### src/rtl/sp_ram_pkg.sv
// Shared types and helpers for the single-port RAM block.
// SP_RAM_PARITY_EN widens each stored byte lane by one even-parity bit.
package sp_ram_pkg;

  typedef enum logic {
    INIT,
    IDLE
  } state_t;

`ifdef SP_RAM_PARITY_EN
  localparam int LANE_W = 9;
`else
  localparam int LANE_W = 8;
`endif

  function automatic logic byte_parity(input logic [7:0] b);
    return ^b;
  endfunction

endpackage

### src/rtl/sp_ram_array.sv
// Storage array: per-lane synchronous write and registered read.
// Lane width comes from sp_ram_pkg (8, or 9 with SP_RAM_PARITY_EN).
module sp_ram_array
  import sp_ram_pkg::*;
#(
  parameter int ADDR_W = 5,
  parameter int LANES  = 1,
  parameter int LW     = LANE_W
) (
  input  logic                  clk,
  input  logic                  rst,
  input  logic                  we,
  input  logic [LANES-1:0]      be,
  input  logic [ADDR_W-1:0]     addr,
  input  logic [LANES*LW-1:0]   wdata,
  input  logic                  re,
  output logic [LANES*LW-1:0]   rdata
);

  localparam int DEPTH = 1 << ADDR_W;

  logic [LANES*LW-1:0] mem [DEPTH];

  always_ff @(posedge clk) begin
    if (we) begin
      for (int i = 0; i < LANES; i++) begin
        if (be[i]) begin
          mem[addr][i*LW +: LW] <= wdata[i*LW +: LW];
        end
      end
    end
  end

  // Only the output register is reset; the array is cleared by the INIT sweep.
  always_ff @(posedge clk) begin
    if (rst) begin
      rdata <= '0;
    end else if (re) begin
      rdata <= mem[addr];
    end
  end

endmodule

### src/rtl/sp_ram_param.sv
// Single-port RAM with valid/ready requests, a clear-on-reset sweep and
// optional per-byte even parity (macro SP_RAM_PARITY_EN).
module sp_ram_param
  import sp_ram_pkg::*;
#(
  parameter int DATA_W = 8,
  parameter int ADDR_W = 5
) (
  input  logic                clk,
  input  logic                rst,
  input  logic                req_valid,
  output logic                req_ready,
  input  logic                req_we,
  input  logic [ADDR_W-1:0]   req_addr,
  input  logic [DATA_W-1:0]   req_wdata,
  input  logic [DATA_W/8-1:0] req_be,
  output logic                rsp_valid,
  output logic [DATA_W-1:0]   rsp_rdata,
  output logic                init_busy,
  output logic                par_err
);

  localparam int BE_W    = DATA_W / 8;
  localparam int STORE_W = BE_W * LANE_W;

  state_t            state_q, state_d;
  logic [ADDR_W-1:0] cnt_q, cnt_d;

  logic               accept;
  logic               arr_we;
  logic               arr_re;
  logic [BE_W-1:0]    arr_be;
  logic [ADDR_W-1:0]  arr_addr;
  logic [STORE_W-1:0] arr_wdata;
  logic [STORE_W-1:0] store_wdata;
  logic [STORE_W-1:0] store_rdata;

  always_ff @(posedge clk) begin
    if (rst) begin
      state_q <= INIT;
      cnt_q   <= '0;
    end else begin
      state_q <= state_d;
      cnt_q   <= cnt_d;
    end
  end

  always_comb begin
    state_d = state_q;
    cnt_d   = cnt_q;
    case (state_q)
      INIT: begin
        cnt_d = cnt_q + 1'b1;
        if (&cnt_q) begin
          state_d = IDLE;
        end
      end
      IDLE:    state_d = IDLE;
      default: state_d = INIT;
    endcase
  end

  assign init_busy = (state_q == INIT);
  assign req_ready = !init_busy;
  assign accept    = req_valid && req_ready;

  always_comb begin
    store_wdata = '0;
    for (int i = 0; i < BE_W; i++) begin
`ifdef SP_RAM_PARITY_EN
      store_wdata[i*LANE_W +: LANE_W] = {byte_parity(req_wdata[i*8 +: 8]), req_wdata[i*8 +: 8]};
`else
      store_wdata[i*LANE_W +: LANE_W] = req_wdata[i*8 +: 8];
`endif
    end
  end

  // The sweep owns the array port during INIT; nothing reaches it on a reset edge.
  assign arr_we    = !rst && (init_busy || (accept && req_we));
  assign arr_re    = !rst && accept && !req_we;
  assign arr_be    = init_busy ? '1 : req_be;
  assign arr_addr  = init_busy ? cnt_q : req_addr;
  assign arr_wdata = init_busy ? '0 : store_wdata;

  sp_ram_array #(
    .ADDR_W (ADDR_W),
    .LANES  (BE_W),
    .LW     (LANE_W)
  ) u_array (
    .clk   (clk),
    .rst   (rst),
    .we    (arr_we),
    .be    (arr_be),
    .addr  (arr_addr),
    .wdata (arr_wdata),
    .re    (arr_re),
    .rdata (store_rdata)
  );

  always_ff @(posedge clk) begin
    if (rst) begin
      rsp_valid <= 1'b0;
    end else begin
      rsp_valid <= arr_re;
    end
  end

  always_comb begin
    rsp_rdata = '0;
    for (int i = 0; i < BE_W; i++) begin
      rsp_rdata[i*8 +: 8] = store_rdata[i*LANE_W +: 8];
    end
  end

`ifdef SP_RAM_PARITY_EN
  logic lane_mismatch;

  always_comb begin
    lane_mismatch = 1'b0;
    for (int i = 0; i < BE_W; i++) begin
      if (byte_parity(store_rdata[i*LANE_W +: 8]) != store_rdata[i*LANE_W + 8]) begin
        lane_mismatch = 1'b1;
      end
    end
  end

  assign par_err = rsp_valid && lane_mismatch;
`else
  assign par_err = 1'b0;
`endif

endmodule

### config.mk
export PLATFORM = sky130hd
export DESIGN_NAME = sp_ram_param
export DESIGN_NICKNAME = d
export VERILOG_FILES = /design/src/rtl/sp_ram_pkg.sv /design/src/rtl/sp_ram_array.sv /design/src/rtl/sp_ram_param.sv
export SDC_FILE = /design/constraint.sdc
export NUM_CORES = 1
export LEC_CHECK = 0
export CORE_MARGIN = 2
export CORE_UTILIZATION = 65
export CTS_CLUSTER_SIZE = 40
export DETAILED_ROUTE_END_ITERATION = 10
export MAX_ROUTING_LAYER = met4
export PLACE_DENSITY = 0.91
export SLEW_MARGIN = 25
export SYNTH_ARGS = -nofsm -noshare
export SYNTH_HDL_FRONTEND = slang
export SYNTH_SLANG_ARGS = --single-unit
export TNS_END_PERCENT = 30
### constraint.sdc
create_clock -name clk -period 5.9 [get_ports clk]
set_input_delay 1.18 -clock clk [delete_from_list [all_inputs] [get_ports clk]]
set_output_delay 1.18 -clock clk [all_outputs]
set_load 0.02 [all_outputs]
Yosys cells after proc, flatten, opt, wreduce, memory -nomap -nowiden
Memories as Yosys holds them, arrays and structs flattened. A register that Yosys moved wholly into a read port is not among the register bits.
Index checks and enable logic that the tools add are counted.
- bits in registers: 7
- bits in writable memories: 256
- input bits: 18
- output and inout port bits: 12
- memories: 1
- memories (memory ; words ; bits a word ; rd ports ; clocked after Yosys merged registers in ; write ports ; line ; RTL):
    u_array.mem ; 32 ; 8 ; 1 ; 1 ; 1 ; sp_ram_array.sv:22 ; logic [LANES*LW-1:0] mem [DEPTH];
- add/subtract/negate cells: 1
- multiplexer cells: 8
- bitwise logic cells: 1
- reduce and logical (&&, ||, !) cells: 9
- operators by type and width (operator ; number):
    $mux 8 ; 1
    $add 5x1->5 const B ; 1
    $logic_and 1x1->1 ; 5
    $mux 1 ; 5
    $mux 5 ; 1
    $reduce_and 5->1 ; 1
    $logic_not 1->1 ; 2
    $pmux 1 s2 ; 1
    $logic_or 1x1->1 ; 1
    $not 1->1 ; 1

Depth between registers and ports, before layout
- depth after elaboration: 6
- gate-level depth with buffers: 10

Hierarchy
Synthesis repeated with hierarchy kept, for this count alone.
- cells, all modules: 577
- area total of the unflattened synthesis: 10914.2 um^2
- modules (own cells, without submodules) (module ; times used ; cells an instance ; area each (um^2)):
    sp_ram_array ; 1 ; 528 ; 10485.1
    sp_ram_param ; 1 ; 49 ; 429.2

Worst setup path after synthesis
Ideal clock, no wire load.
- path kind: in2reg
- start point: in req_addr[0]
- end point: mem u_array.mem[13][0] (netlist name), enable pin
- setup time: 370 ps
- data arrival time: 2640 ps
- slack: 2889 ps
- stages on the path: 7
- path buffers: 4
- path through: mux2_4 buf_6 buf_8 buf_4 buf_4 nand3_1 nor2_1
- cells in the longest elaborated chain, start to end: 1
- ends and longest elaborated chain (what ; line ; RTL):
    from (decl) ; sp_ram_param.sv:14 ; input logic [ADDR_W-1:0] req_addr,
    $mux 5 ; sp_ram_param.sv:82 ; assign arr_addr = init_busy ? cnt_q : req_addr;
    to (decl) ; sp_ram_array.sv:22 ;
Every way passes these cells.

Worst setup path after layout
- start point: in req_addr[1]
- end point: reg u_array.rdata[6], read port of u_array.mem
- cells in the longest elaborated chain, start to end: 1
- ends and longest elaborated chain (what ; line ; RTL):
    $mux 5 ; sp_ram_param.sv:82 ;
    to (decl) ; sp_ram_array.sv:17 ; output logic [LANES*LW-1:0] rdata
Every way passes these cells.
A chain may end at the register's enable or synchronous reset.

==> flow_metrics.py <==
metrics = {
    "sta": {
        "setup-tns-final_ps": 0,
        "max_freq_mhz": 240,
        "setup_viol": 0,
        "tightest_slew_ps": 1080,
        "drv_slew": 0,
        "period_minus_slack_ps": 4170,
        "hold_viol_final": 0,
        "slew_headroom_pct": 26.0,
        "rsz0062_at_grt": "no",
        "period_share_pct": 70.7,
        "skew_ps": 15.5,
    },
    "floorplanning": {
        "coreArea_um2": 16500,
        "dieArea_um2": 17800,
        "ios": 30,
        "die_w_um": 133,
        "core.rowCount": 47,
        "initial_core_util_pct": 66.0,
        "die_h_um": 133,
    },
    "power": {
        "pwr-share-seq_pct": 53.0,
        "power_switching_uw": 829,
        "power.share.combinational_pct": 5.3,
        "total_power_mw": 3.95,
        "swShare_pct": 21.0,
        "ir_worst_vdd_mv": 0.255,
        "clkPwrFrac_pct": 41.7,
        "powerDensity_nw_per_um2": 324,
        "cellLeakagePower_nw": 3.77,
        "intPower_mw": 3.13,
    },
    "clocking": {
        "cts_root_buf": "clkbuf_16",
        "cts_setup_buffers": 0,
        "cts_tree": "yes",
        "ctsResizeCount": 0,
        "h-tree-depth": 1,
        "cts_hold_buffers": 0,
        "clk_pin_slew_ps": 70,
        "cts_inserted_buffers": 26,
        "clock_latency_ps": 530,
        "cts_buffer_depth": 3,
        "cts_sinks": 271,
    },
    "routing": {
        "drt_iter0_markers": 1213,
        "drc": 0,
        "vias": 6737,
        "avgRoutedWirePerCell_um": 30.5,
        "vias_per_cell": 7.44,
        "wirelength_mm": 27.6,
        "antenna_left": 0,
        "drtPass1Iterations": 7,
    },
    "yosys": {
        "yosysTopAreaCellShare_pct": 70.7,
        "ys_warn_count": 0,
        "synth.distinct_cells": 46,
        "synth_seq_cells": 271,
        "synth-async-reset-ratio_pct": 0,
        "yosysTopAreaCell": "edfxtp_1",
        "synth_edf_count": 256,
        "syn_inst": 634,
        "synth_common_cells": "edfxtp_1, o21ai_0, nor2_1, mux4_2, mux2i_1",
        "synthesis.area_um2": 10900,
        "synth_ff_type": "edfxtp_1",
        "ys_seq_area_share_pct": 73.4,
        "syn_nets": 654,
        "synth.avg_cell_area_um2": 17.2,
        "synth_area_leaders": "edfxtp_1, mux4_2, o21ai_0",
        "synthMostInstantiatedCell": "edfxtp_1",
    },
    "global_routing": {
        "antenna_found_initial": 0,
        "track_usage_pct": 33.2,
        "overflow": 0,
        "grt_pass1_wl_mm": 42.1,
        "grt_pass1_vias": 6595,
        "grt_max_degree": 43,
    },
    "placement": {
        "portBuffers": 28,
        "place.gp.congestion": 0.958,
        "dp_hpwl_mm": 16.1,
    },
    "run_status": {
        "outcome": "finished, final reports clean",
    },
    "final_layout": {
        "layout.nets": 686,
        "fillers": 881,
        "multi_input_area_um2": 2710,
        "antennaDiodeCount": 0,
        "drive_above_1_share_pct": 11.8,
        "seq_area_um2": 7990,
        "area_growth_pct": 12.1,
    },
    "critical_path": {
        "r2r-start": "req_ready",
        "cp_slowest_cell": "a2111oi_0",
        "crit_type": "in -> reg",
        "crit_arrival_ps": 4530,
        "cp_max_fo": 27,
        "worstPathRequired_ps": 6260,
        "cpPeakStageDelay_ps": 980,
        "crit_path_start_kind": "primary input",
        "path_cells": "clkdlybuf4s50_1 -> mux2_2 -> buf_4 -> mux4_2 -> a2111oi_0 -> a31oi_1",
        "startpoint": "req_addr[1]",
        "worstSetupEndpointType": "register",
    },
    "job": {
        "cap_violations": 0,
    },
    "worst_hold_path": {
        "hold_path_class": "reg -> reg",
        "holdCritStartpoint": "u_array.rdata[5]",
    },
}
==> worst max-delay path, delay by kind of cell <==
kind | cells | cell delay, ps
compound gates | 2 | 1160
buf+inv | 2 | 1060
mux | 2 | 1100
==> final timing paths <==
check                          end  slack (ps)  cells past startpoint
setup / recovery  u_array.rdata[6]        1730                      6
setup reg to reg  u_array.rdata[6]        2170                      6
hold reg to reg   u_array.rdata[5]         570                      2
hold / removal    u_array.rdata[5]         570                      2
==> through the flow <==
stage / util (%) / setup slack, ps / cell area, µm² / hold WS [ps] / instances
after floorplan: - / 2890 / 10900 / 571 / 634
after global placement: 68.9 / 1500 / 11300 / 508 / 858
after detailed placement: 68.9 / 1410 / 11400 / 528 / 858
after CTS: 74.0 / 1930 / 12200 / 554 / 905
after global routing: 74.1 / 1810 / 12200 / 593 / 905
final: 74.1 / 1730 / 12200 / 566 / 905
==> registers in the layout, indices dropped and copies added, names as in the netlist <==
register and cells:
u_array.mem 256, u_array.rdata 8, cnt_q 5, req_ready 1, rsp_valid 1
==> power by group through the flow <==
stage | combinational (mW) | clock, mW | sequential (mW)
floorplan | 0.135 | 0 | 2.13
global placement | 0.184 | 0 | 2.14
detailed placement | 0.193 | 0 | 2.14
CTS | 0.198 | 1.65 | 2.10
global route | 0.215 | 1.71 | 2.10
finish | 0.208 | 1.65 | 2.10
==> final cells by class <==
cell class / instances / area share (%)
inverter: 4 / 0.123
sequential: 271 / 65.5
timing repair buffer: 40 / 3.04
tap: 220 / 2.26
multi-input combinational: 323 / 22.2
clock buffer: 30 / 5.63
clock inverter: 17 / 1.25
==> logic make-up (layout without fill, tap and decap cells) <==
kind of cell | after synthesis | after routing | share of synthesized area [%]
xor gates and xnor gates | 3 | 3 | 0.242
DFF | 271 | 271 | 73.4
and+or+nand+nor | 106 | 106 | 5.03
other | 1 | 1 | 0.0345
AOI/OAI and AO/OA | 147 | 147 | 8.58
buffers and inverters | 40 | 91 | 1.85
muxes | 64 | 64 | 10.6
adders and majority gates | 2 | 2 | 0.230
==> layout by cell type, fill, tap and decap left out, drive strengths merged, types with 10 or more instances in the layout <==
| master | n |
|---|---|
| dfxtp | 15 |
| clkbuf | 30 |
| clkdlybuf4s50 | 28 |
| clkinv | 13 |
| edfxtp | 256 |
| o21ai | 65 |
| mux4 | 37 |
| mux2i | 25 |
| a41oi | 14 |
| a21oi | 22 |
| buf | 12 |
| and2 | 10 |
| nor2 | 43 |
==> layer usage <==
metal | part of all wire [%] | track usage, % | vias to the layer above
li1 | - | - | 2655
met1 | 35 | 44.3 | 3222
met2 | 45 | 48.9 | 690
met3 | 14 | 8.18 | 170
met4 | 6.5 | 16.0 | 0
met5 | 0 | - | -
Power figures use the tool's default switching activity.
